File: config.mk
export PLATFORM = sky130hd
export DESIGN_NAME = line_rasterizer_flat
export DESIGN_NICKNAME = d
export VERILOG_FILES = /design/src/rtl/line_rasterizer_if.sv /design/src/rtl/line_rasterizer.sv /design/src/flat_wrapper.sv
export SDC_FILE = /design/constraint.sdc
export NUM_CORES = 1
export LEC_CHECK = 0
export ABC_AREA = 1
export CELL_PAD_IN_SITES_DETAIL_PLACEMENT = 0
export CELL_PAD_IN_SITES_GLOBAL_PLACEMENT = 1
export CORE_AREA = 2 2 151 153
export CTS_CLUSTER_SIZE = 8
export DETAILED_ROUTE_END_ITERATION = 6
export DIE_AREA = 0 0 153 155
export PLACE_DENSITY_LB_ADDON = 0.1
export SYNTH_ARGS = -nofsm -noshare
export SYNTH_HDL_FRONTEND = slang
export SYNTH_SLANG_ARGS = --single-unit
File: constraint.sdc
create_clock -name clk -period 10 [get_ports clk]
set_clock_uncertainty 0.1 [all_clocks]
set_input_delay 1 -clock clk [delete_from_list [all_inputs] [get_ports clk]]
set_output_delay 1 -clock clk [all_outputs]
set_load 0.05 [all_outputs]
File: src/rtl/line_rasterizer_if.sv
// Request, framebuffer-write and status signals of line_rasterizer.
// Master drives requests and stall; slave is the rasterizer.
interface line_rasterizer_if;
  logic        req_valid;
  logic        req_ready;
  logic [9:0]  x0;
  logic [9:0]  x1;
  logic [8:0]  y0;
  logic [8:0]  y1;
  logic [3:0]  color;
  logic        stall;
  logic [18:0] w_addr;
  logic        en_w;
  logic [3:0]  color_in;
  logic        lineDone;
  logic        busy;

  modport master (
    output req_valid, x0, x1, y0, y1, color, stall,
    input  req_ready, w_addr, en_w, color_in, lineDone, busy
  );

  modport slave (
    input  req_valid, x0, x1, y0, y1, color, stall,
    output req_ready, w_addr, en_w, color_in, lineDone, busy
  );
endinterface

File: src/rtl/line_rasterizer.sv
// Bresenham line rasterizer: one framebuffer write per DRAW cycle, pixels outside H_RES x V_RES suppressed.
// Accept -> first write after SETUP; stall freezes DRAW with en_w low; req_ready only in IDLE.
module line_rasterizer #(
  parameter int H_RES = 640,
  parameter int V_RES = 480
) (
  input logic              clk,
  input logic              rst,
  line_rasterizer_if.slave bus
);

  typedef enum logic [1:0] {S_IDLE, S_SETUP, S_DRAW, S_DONE} state_t;

  localparam logic [18:0]        LP_STRIDE = 19'(H_RES);
  localparam logic signed [10:0] LP_XMAX   = 11'(H_RES);
  localparam logic signed [10:0] LP_YMAX   = 11'(V_RES);

  state_t             r_state;
  state_t             w_state_nxt;
  logic [9:0]         r_x0, r_x1;
  logic [8:0]         r_y0, r_y1;
  logic [3:0]         r_color;
  logic signed [10:0] r_x, r_y;
  logic signed [11:0] r_err, r_dx, r_dy;
  logic               r_sx_neg, r_sy_neg;
  logic [18:0]        r_addr;
  logic               r_inb;

  logic               w_accept, w_at_end, w_step;
  logic [9:0]         w_adx;
  logic [8:0]         w_ady;
  logic signed [12:0] w_e2, w_dx13, w_dy13;
  logic               w_mv_x, w_mv_y;
  logic signed [10:0] w_sx, w_sy, w_nx, w_ny, w_px, w_py;
  logic signed [11:0] w_nerr;
  logic [18:0]        w_naddr;
  logic               w_ninb;

  assign w_accept = bus.req_valid && (r_state == S_IDLE);
  assign w_at_end = (r_x == $signed({1'b0, r_x1})) && (r_y == $signed({2'b00, r_y1}));
  assign w_step   = (r_state == S_DRAW) && !bus.stall && !w_at_end;

  assign w_adx = (r_x1 >= r_x0) ? (r_x1 - r_x0) : (r_x0 - r_x1);
  assign w_ady = (r_y1 >= r_y0) ? (r_y1 - r_y0) : (r_y0 - r_y1);

  // Both step decisions compare against the error term as it was before this step.
  assign w_e2   = {r_err, 1'b0};
  assign w_dx13 = {r_dx[11], r_dx};
  assign w_dy13 = {r_dy[11], r_dy};
  assign w_mv_x = (w_e2 >= w_dy13);
  assign w_mv_y = (w_e2 <= w_dx13);
  assign w_sx   = r_sx_neg ? -11'sd1 : 11'sd1;
  assign w_sy   = r_sy_neg ? -11'sd1 : 11'sd1;
  assign w_nx   = w_mv_x ? (r_x + w_sx) : r_x;
  assign w_ny   = w_mv_y ? (r_y + w_sy) : r_y;
  assign w_nerr = r_err + (w_mv_x ? r_dy : 12'sd0) + (w_mv_y ? r_dx : 12'sd0);

  // Address and visibility are registered alongside the point they describe.
  assign w_px    = (r_state == S_SETUP) ? $signed({1'b0, r_x0}) : w_nx;
  assign w_py    = (r_state == S_SETUP) ? $signed({2'b00, r_y0}) : w_ny;
  assign w_naddr = 19'(w_py[8:0]) * LP_STRIDE + 19'(w_px[9:0]);
  assign w_ninb  = (w_px < LP_XMAX) && (w_py < LP_YMAX);

  always_ff @(posedge clk or posedge rst) begin
    if (rst) begin
      r_state <= S_IDLE;
    end else begin
      r_state <= w_state_nxt;
    end
  end

  always_comb begin
    w_state_nxt = r_state;
    case (r_state)
      S_IDLE:  if (bus.req_valid) w_state_nxt = S_SETUP;
      S_SETUP: w_state_nxt = S_DRAW;
      S_DRAW:  if (!bus.stall && w_at_end) w_state_nxt = S_DONE;
      S_DONE:  w_state_nxt = S_IDLE;
      default: w_state_nxt = S_IDLE;
    endcase
  end

  always_comb begin
    bus.req_ready = (r_state == S_IDLE);
    bus.busy      = (r_state != S_IDLE);
    bus.lineDone  = (r_state == S_DONE);
    bus.en_w      = (r_state == S_DRAW) && !bus.stall && r_inb;
  end

  assign bus.w_addr   = r_addr;
  assign bus.color_in = r_color;

  always_ff @(posedge clk or posedge rst) begin
    if (rst) begin
      r_x0     <= '0;
      r_x1     <= '0;
      r_y0     <= '0;
      r_y1     <= '0;
      r_color  <= '0;
      r_x      <= '0;
      r_y      <= '0;
      r_err    <= '0;
      r_dx     <= '0;
      r_dy     <= '0;
      r_sx_neg <= 1'b0;
      r_sy_neg <= 1'b0;
      r_addr   <= '0;
      r_inb    <= 1'b0;
    end else begin
      if (w_accept) begin
        r_x0    <= bus.x0;
        r_x1    <= bus.x1;
        r_y0    <= bus.y0;
        r_y1    <= bus.y1;
        r_color <= bus.color;
      end
      if (r_state == S_SETUP) begin
        r_dx     <= $signed({2'b00, w_adx});
        r_dy     <= -$signed({3'b000, w_ady});
        r_err    <= $signed({2'b00, w_adx}) - $signed({3'b000, w_ady});
        r_sx_neg <= !(r_x0 < r_x1);
        r_sy_neg <= !(r_y0 < r_y1);
        r_x      <= w_px;
        r_y      <= w_py;
        r_addr   <= w_naddr;
        r_inb    <= w_ninb;
      end else if (w_step) begin
        r_x    <= w_nx;
        r_y    <= w_ny;
        r_err  <= w_nerr;
        r_addr <= w_naddr;
        r_inb  <= w_ninb;
      end
    end
  end

endmodule
File: src/flat_wrapper.sv
// flat-port wrapper written by rule: the top's interface ports become plain ports
module line_rasterizer_flat 
#(
  parameter int H_RES = 640,
  parameter int V_RES = 480
)
  (clk, rst, bus_req_valid, bus_x0, bus_x1, bus_y0, bus_y1, bus_color, bus_stall, bus_req_ready, bus_w_addr, bus_en_w, bus_color_in, bus_lineDone, bus_busy);
  line_rasterizer_if bus_i ();
  input logic clk;
  input logic rst;
  input wire logic [$bits(bus_i.req_valid)-1:0] bus_req_valid;
  input wire logic [$bits(bus_i.x0)-1:0] bus_x0;
  input wire logic [$bits(bus_i.x1)-1:0] bus_x1;
  input wire logic [$bits(bus_i.y0)-1:0] bus_y0;
  input wire logic [$bits(bus_i.y1)-1:0] bus_y1;
  input wire logic [$bits(bus_i.color)-1:0] bus_color;
  input wire logic [$bits(bus_i.stall)-1:0] bus_stall;
  output wire logic [$bits(bus_i.req_ready)-1:0] bus_req_ready;
  output wire logic [$bits(bus_i.w_addr)-1:0] bus_w_addr;
  output wire logic [$bits(bus_i.en_w)-1:0] bus_en_w;
  output wire logic [$bits(bus_i.color_in)-1:0] bus_color_in;
  output wire logic [$bits(bus_i.lineDone)-1:0] bus_lineDone;
  output wire logic [$bits(bus_i.busy)-1:0] bus_busy;
  assign bus_i.req_valid = bus_req_valid;
  assign bus_i.x0 = bus_x0;
  assign bus_i.x1 = bus_x1;
  assign bus_i.y0 = bus_y0;
  assign bus_i.y1 = bus_y1;
  assign bus_i.color = bus_color;
  assign bus_i.stall = bus_stall;
  assign bus_req_ready = bus_i.req_ready;
  assign bus_w_addr = bus_i.w_addr;
  assign bus_en_w = bus_i.en_w;
  assign bus_color_in = bus_i.color_in;
  assign bus_lineDone = bus_i.lineDone;
  assign bus_busy = bus_i.busy;
  line_rasterizer #(.H_RES(H_RES), .V_RES(V_RES)) u_core (.clk(clk), .rst(rst), .bus(bus_i));
endmodule
==> results of run 1 <==
layout by cell type, fill, tap and decap left out, drive strengths merged, types with 2 or more instances in the layout:
cell type        n
a21boi           2
nor3            14
clkdlybuf4s50   72
o2111ai          2
dfrtp          115
nor2           134
a31oi           10
clkinv           6
o21a             2
nor3b            2
o22ai           11
bufinv           4
inv            231
xnor2           19
o31ai            2
nor4             2
o21ai           88
o211ai           8
mux2             4
buf              6
nand4           21
nand3b           5
clkbuf          17
o21bai          10
nand3           72
clkinvlp         4
or2              6
nand2          369
a211oi           4
a21o             2
ha             116
a221oi           2
fa              20
xor2            41
a21oi          116
cell type report:
type / instances / area, µm² / share of cell area
multi-input combinational: 1088 / 6524 / 0.5426
sequential: 115 / 2878 / 0.2394
inverter: 230 / 865.8 / 0.07202
timing repair buffer: 78 / 765.7 / 0.06369
clock buffer: 17 / 425.4 / 0.03538
tap: 285 / 356.6 / 0.02966
clock inverter: 15 / 207.7 / 0.01728
worst max-delay path by stage:
stage,start,to,cells past startpoint
6_report,u_core.r_err[8],u_core.bus.w_addr[18],22
5_1_grt,u_core.r_err[8],u_core.bus.w_addr[18],22
4_1_cts,u_core.r_err[8],u_core.bus.w_addr[18],22
3_5_place_dp,u_core.r_err[8],u_core.bus.w_addr[18],22
3_3_place_gp,u_core.r_err[8],u_core.bus.w_addr[18],22
2_1_floorplan,rst,async pin,1
metal layers:
layer  routed length, µm  share of wire  track usage
met1               14580           0.47       0.3749
met2               14530           0.47       0.4476
met3                1285          0.041      0.03510
met4                 617          0.020      0.07716
met5                   0              0            0
worst max-delay path, stage by stage (launching register included):
cell and delay [ns]:
dfrtp_1 0.43, ha_1 0.31, inv_1 0.04, nor2_1 0.08, nand2_1 0.07, nor2_1 0.12, nand2_1 0.07, nand3_1 0.17
nand3_2 0.46, nor2_2 0.40, inv_1 0.14, o211ai_1 0.41, ha_1 0.33, ha_1 0.24, fa_1 0.51, inv_1 0.06
nor3_1 0.23, nand2_1 0.11, nor2_1 0.13, nand2_1 0.11, nor3_1 0.26, nand3_1 0.11, a31oi_1 0.14
state kept, by name (all words and copies together) (netlist names), 2 cells and up, named ones only:
| name | cells |
|---|---|
| u_core.r_state | 2 |
| u_core.r_y1 | 9 |
| u_core.r_dy | 12 |
| u_core.r_y0 | 9 |
| u_core.bus.color_in | 4 |
| u_core.r_x0 | 10 |
| u_core.r_x | 4 |
| u_core.bus.w_addr | 13 |
| u_core.r_dx | 10 |
| u_core.r_y | 10 |
| u_core.r_x1 | 10 |
| u_core.r_err | 12 |
cell families after synthesis:
logic type,after synthesis,share of synthesized area
adders and majority gates,136,0.1769
xor gates and xnor gates,60,0.05020
AOI/OAI and AO/OA,262,0.1402
muxes,4,0.004303
and+or+nand+nor,626,0.2511
buffers and inverters,270,0.1023
DFF,115,0.2749
metrics by stage:
stage               setup slack [ns]  utilization
detailed placement             4.962       0.5124
global placement               5.079       0.5124
finish                         4.886       0.5409
global route                   4.330       0.5409
floorplan                      5.856            -
CTS                            4.920       0.5409
==> metrics.yaml, run 1 <==
vias_per_cell: 5.253
syn_avg_cell_area_um2: 7.106
yosys.area.top_type_share: 0.2749
crit_type: "reg -> reg"
r2r_cells: 22
clk_pin_slew_ns: 0.06
whs_ns: 0.3742
area_growth_pct: 14.86
yosysTopAreaCell: "dfrtp_1"
clock.fmax_mhz: 195.5
layoutNonFillerInstCount: 1828
netlist-cell-type-count: 50
grt_usage: 0.2709
dp_cells: 1796
rsz0062_at_grt: "false"
grt_start_max_net_pins: 81
core_region_area_um2: 22230
htree_levels: 4
globalRoute.totalOverflow: 0
fp.dieH_um: 155
drive_above_1_share: 0.05185
async_flop_share: 1.000
worst_pin_slew_ns: 0.8819
avgRoutedWirePerCell_um: 16.96
synthCells: 1473
seq_area_frac_synth: 0.2749
hp-class: "reg -> reg"
antenna_found_initial: 0
num_rows: 55
dp_hpwl_um: 24520
n_antenna_cell: 0
critPathCaptureType: "flip-flop"
critical_path.max_fanout: 18
r2r-end: "u_core.bus.w_addr[18]"
io_pins: 73
status: "completed"
report.final.setup_viol: 0
fillCellCount: 2204
first_pass_iters: 5
synth-edff-count: 0
timing.rr.start: "u_core.r_err[8]"
maxCapViolCount: 0
ctsRootBufferMaster: "clkbuf_16"
ys_top_cells_by_area: "dfrtp_1, ha_1, nand2_1"
io_buffer_count: 72
synth.top_cells.by_count: "nand2_1, inv_1, nor2_1"
cts.sink_count: 115
route.detailed.drc: 0
initial_core_util: 0.4709
rrSetupSlack_ns: 4.89
dr.first_iter.drc_count: 662
holdBufCountCts: 0
worstPathArrival_ns: 5.37
syn_nets: 1655
yosysMostFrequentCell: "nand2_1"
yosysWarnings: 0
vias: 9603
slew_headroom: 0.4121
synth_top_flop_cell: "dfrtp_1"
hold_depth: 2
slew_viol_final: 0
finalSetupTns_ns: 0
ys_ff_latch: 115
hold_viol: 0
worstSetupStartpointType: "flip-flop"
period_share: 0.5114
cts_tree: "built"
numCtsBuffers: 17
cp_data_required_time_ns: 10.25
hold_start: "u_core.r_inb"
antenna_left: 0
synth_area_um2: 10470
grt_pass1_wl_um: 50530
post_cts_buffers: 0
clockBufferDepth: 2
placed_cell_area_um2: 11390
min_period_ns: 5.114
hold_path_end: "u_core.r_inb"
dieWidth_um: 153
cts.repair.resized: 0
wirelength_um: 31010
clock_latency_ns: 0.43
grt_pass1_vias: 9473
gp_congestion: 0.9234
layout.nets: 1712
finalInstanceArea_um2: 12020
die_area_um2: 23720
Power of run 1 is not shown: default switching activity piles up to over one toggle a cycle in this logic, so the estimate is an artifact.
==> run 2: changes to the inputs <==
Settings changed: CORE_AREA 2 2 151 153 to 2 2 165 167, DIE_AREA 0 0 153 155 to 0 0 167 169.
Clock period 10 ns to 4.58 ns, I/O delays scaled along.
==> metrics.yaml, run 2 (same netlist as run 1, synthesis figures left out) <==
status: "completed"
vias: 9742
grt_pass1_vias: 9793
htree_levels: 4
rrSetupSlack_ns: 0.27
grt_usage: 0.2391
maxCapViolCount: 0
area_growth_pct: 17.45
rsz0062_at_grt: "false"
fp.dieH_um: 169
ctsRootBufferMaster: "clkbuf_16"
layout_commonest_cell: "nand2_1"
slew_viol_final: 0
wirelength_um: 32520
holdBufCountCts: 0
num_rows: 60
layout.nets: 1732
hold_path_end: "u_core.bus.w_addr[7]"
dieWidth_um: 167
timing.rr.start: "u_core.r_err[7]"
routed-wl-met3_um: 1002
clk_pin_slew_ns: 0.06
r2r_cells: 22
report.final.setup_viol: 0
worstPathArrival_ns: 4.56
finalSetupTns_ns: 0
crit_start: "u_core.r_err[7]"
die_area_um2: 28220
min_period_ns: 4.308
slew_headroom: 0.4670
clock.fmax_mhz: 232.1
core_region_area_um2: 26500
cp_data_required_time_ns: 4.83
wl_met2_um: 15240
worst_pin_slew_ns: 0.7995
hold_depth: 2
period_share: 0.9406
largest_reg_flops: 13
numCtsBuffers: 17
avgRoutedWirePerCell_um: 17.08
grt_pass1_wl_um: 52890
first_pass_iters: 5
hold_start: "u_core.bus.w_addr[7]"
globalRoute.totalOverflow: 0
top_layer: "met4"
cts.sink_count: 115
io_pins: 73
dr.first_iter.drc_count: 563
critical_path.max_fanout: 15
vias_per_cell: 5.117
io_buffer_count: 72
hold_viol: 0
r2r-end: "u_core.r_err[11]"
crit_type: "reg -> reg"
antenna_left: 0
n_antenna_cell: 0
gp_congestion: 0.9459
route.detailed.drc: 0
cts_tree: "built"
dp_hpwl_um: 26130
initial_core_util: 0.3950
drive_above_1_share: 0.07166
wl_met1_um: 15780
hp-class: "reg -> reg"
mostFrequentLayoutCells: "nand2_1, inv_1, nor2_1, dfrtp_1"
grt_start_max_net_pins: 81
antenna_found_initial: 0
worstSetupStartpointType: "flip-flop"
clock_latency_ns: 0.43
clockBufferDepth: 2
critPathCaptureType: "flip-flop"
run 2: how the worst max path moves through the flow:
stage                            end  slack [ns]  cells after the start
2_1_floorplan  u_core.bus.w_addr[18]        0.57                     22
3_3_place_gp        u_core.r_err[11]        0.28                     21
5_1_grt             u_core.r_err[11]        0.02                     21
3_5_place_dp   u_core.bus.w_addr[18]        0.14                     21
6_report            u_core.r_err[11]        0.27                     22
4_1_cts        u_core.bus.w_addr[18]        0.12                     21
run 2: worst max-delay path, cell delays in order, from the launching register on:
cell      delay [ns]
dfrtp_1         0.45
ha_1            0.33
nand2_1         0.05
inv_1           0.06
nand2_1         0.06
nor2_1          0.15
nand2_1         0.19
nand3_4         0.18
buf_4           0.26
nand2_1         0.11
fa_1            0.51
inv_1           0.04
ha_2            0.21
fa_1            0.41
nand3_1         0.11
nand3_2         0.12
a21o_1          0.20
nand2_1         0.06
nand2_1         0.08
a21oi_1         0.18
nand3b_1        0.13
nand3_1         0.07
a21oi_1         0.15
run 2: layout make-up:
type | instances | area [µm²]
clock buffers | 20 | 456.7
clock inverters | 12 | 131.4
fillers | 2791 | 14210
inverters | 230 | 865.8
multi-input cells | 1088 | 6595
flip-flops and latches | 115 | 2878
well taps | 341 | 426.7
repair buffers | 98 | 940.9
run 2: per-layer routing:
layer	track usage	vias to the layer above
met1	0.3263	4619
li1	-	4908
met2	0.4045	188
met3	0.02969	27
met4	0.05735	0
met5	0	-
run 2: per-stage QoR:
stage | area, µm² | cells | setup WS (ns) | util | hold WS [ns]
6_report | 12290 | 1904 | 0.2720 | 0.4639 | 0.3733
4_1_cts | 12200 | 1901 | 0.1196 | 0.4605 | 0.3808
2_1_floorplan | 10470 | 1473 | 0.5743 | - | 0.3411
3_5_place_dp | 11610 | 1869 | 0.1384 | 0.4383 | 0.3661
3_3_place_gp | 11610 | 1869 | 0.2836 | 0.4383 | 0.3695
5_1_grt | 12290 | 1904 | 0.01545 | 0.4639 | 0.3982
run 2: timing repair:
item / 4_1_cts / 5_1_grt
endpoints found under the setup margin: 0 / 6
buffers inserted: 0 / 3
gates resized for setup: 0 / 14
Power of run 2 is left out for the same reason.
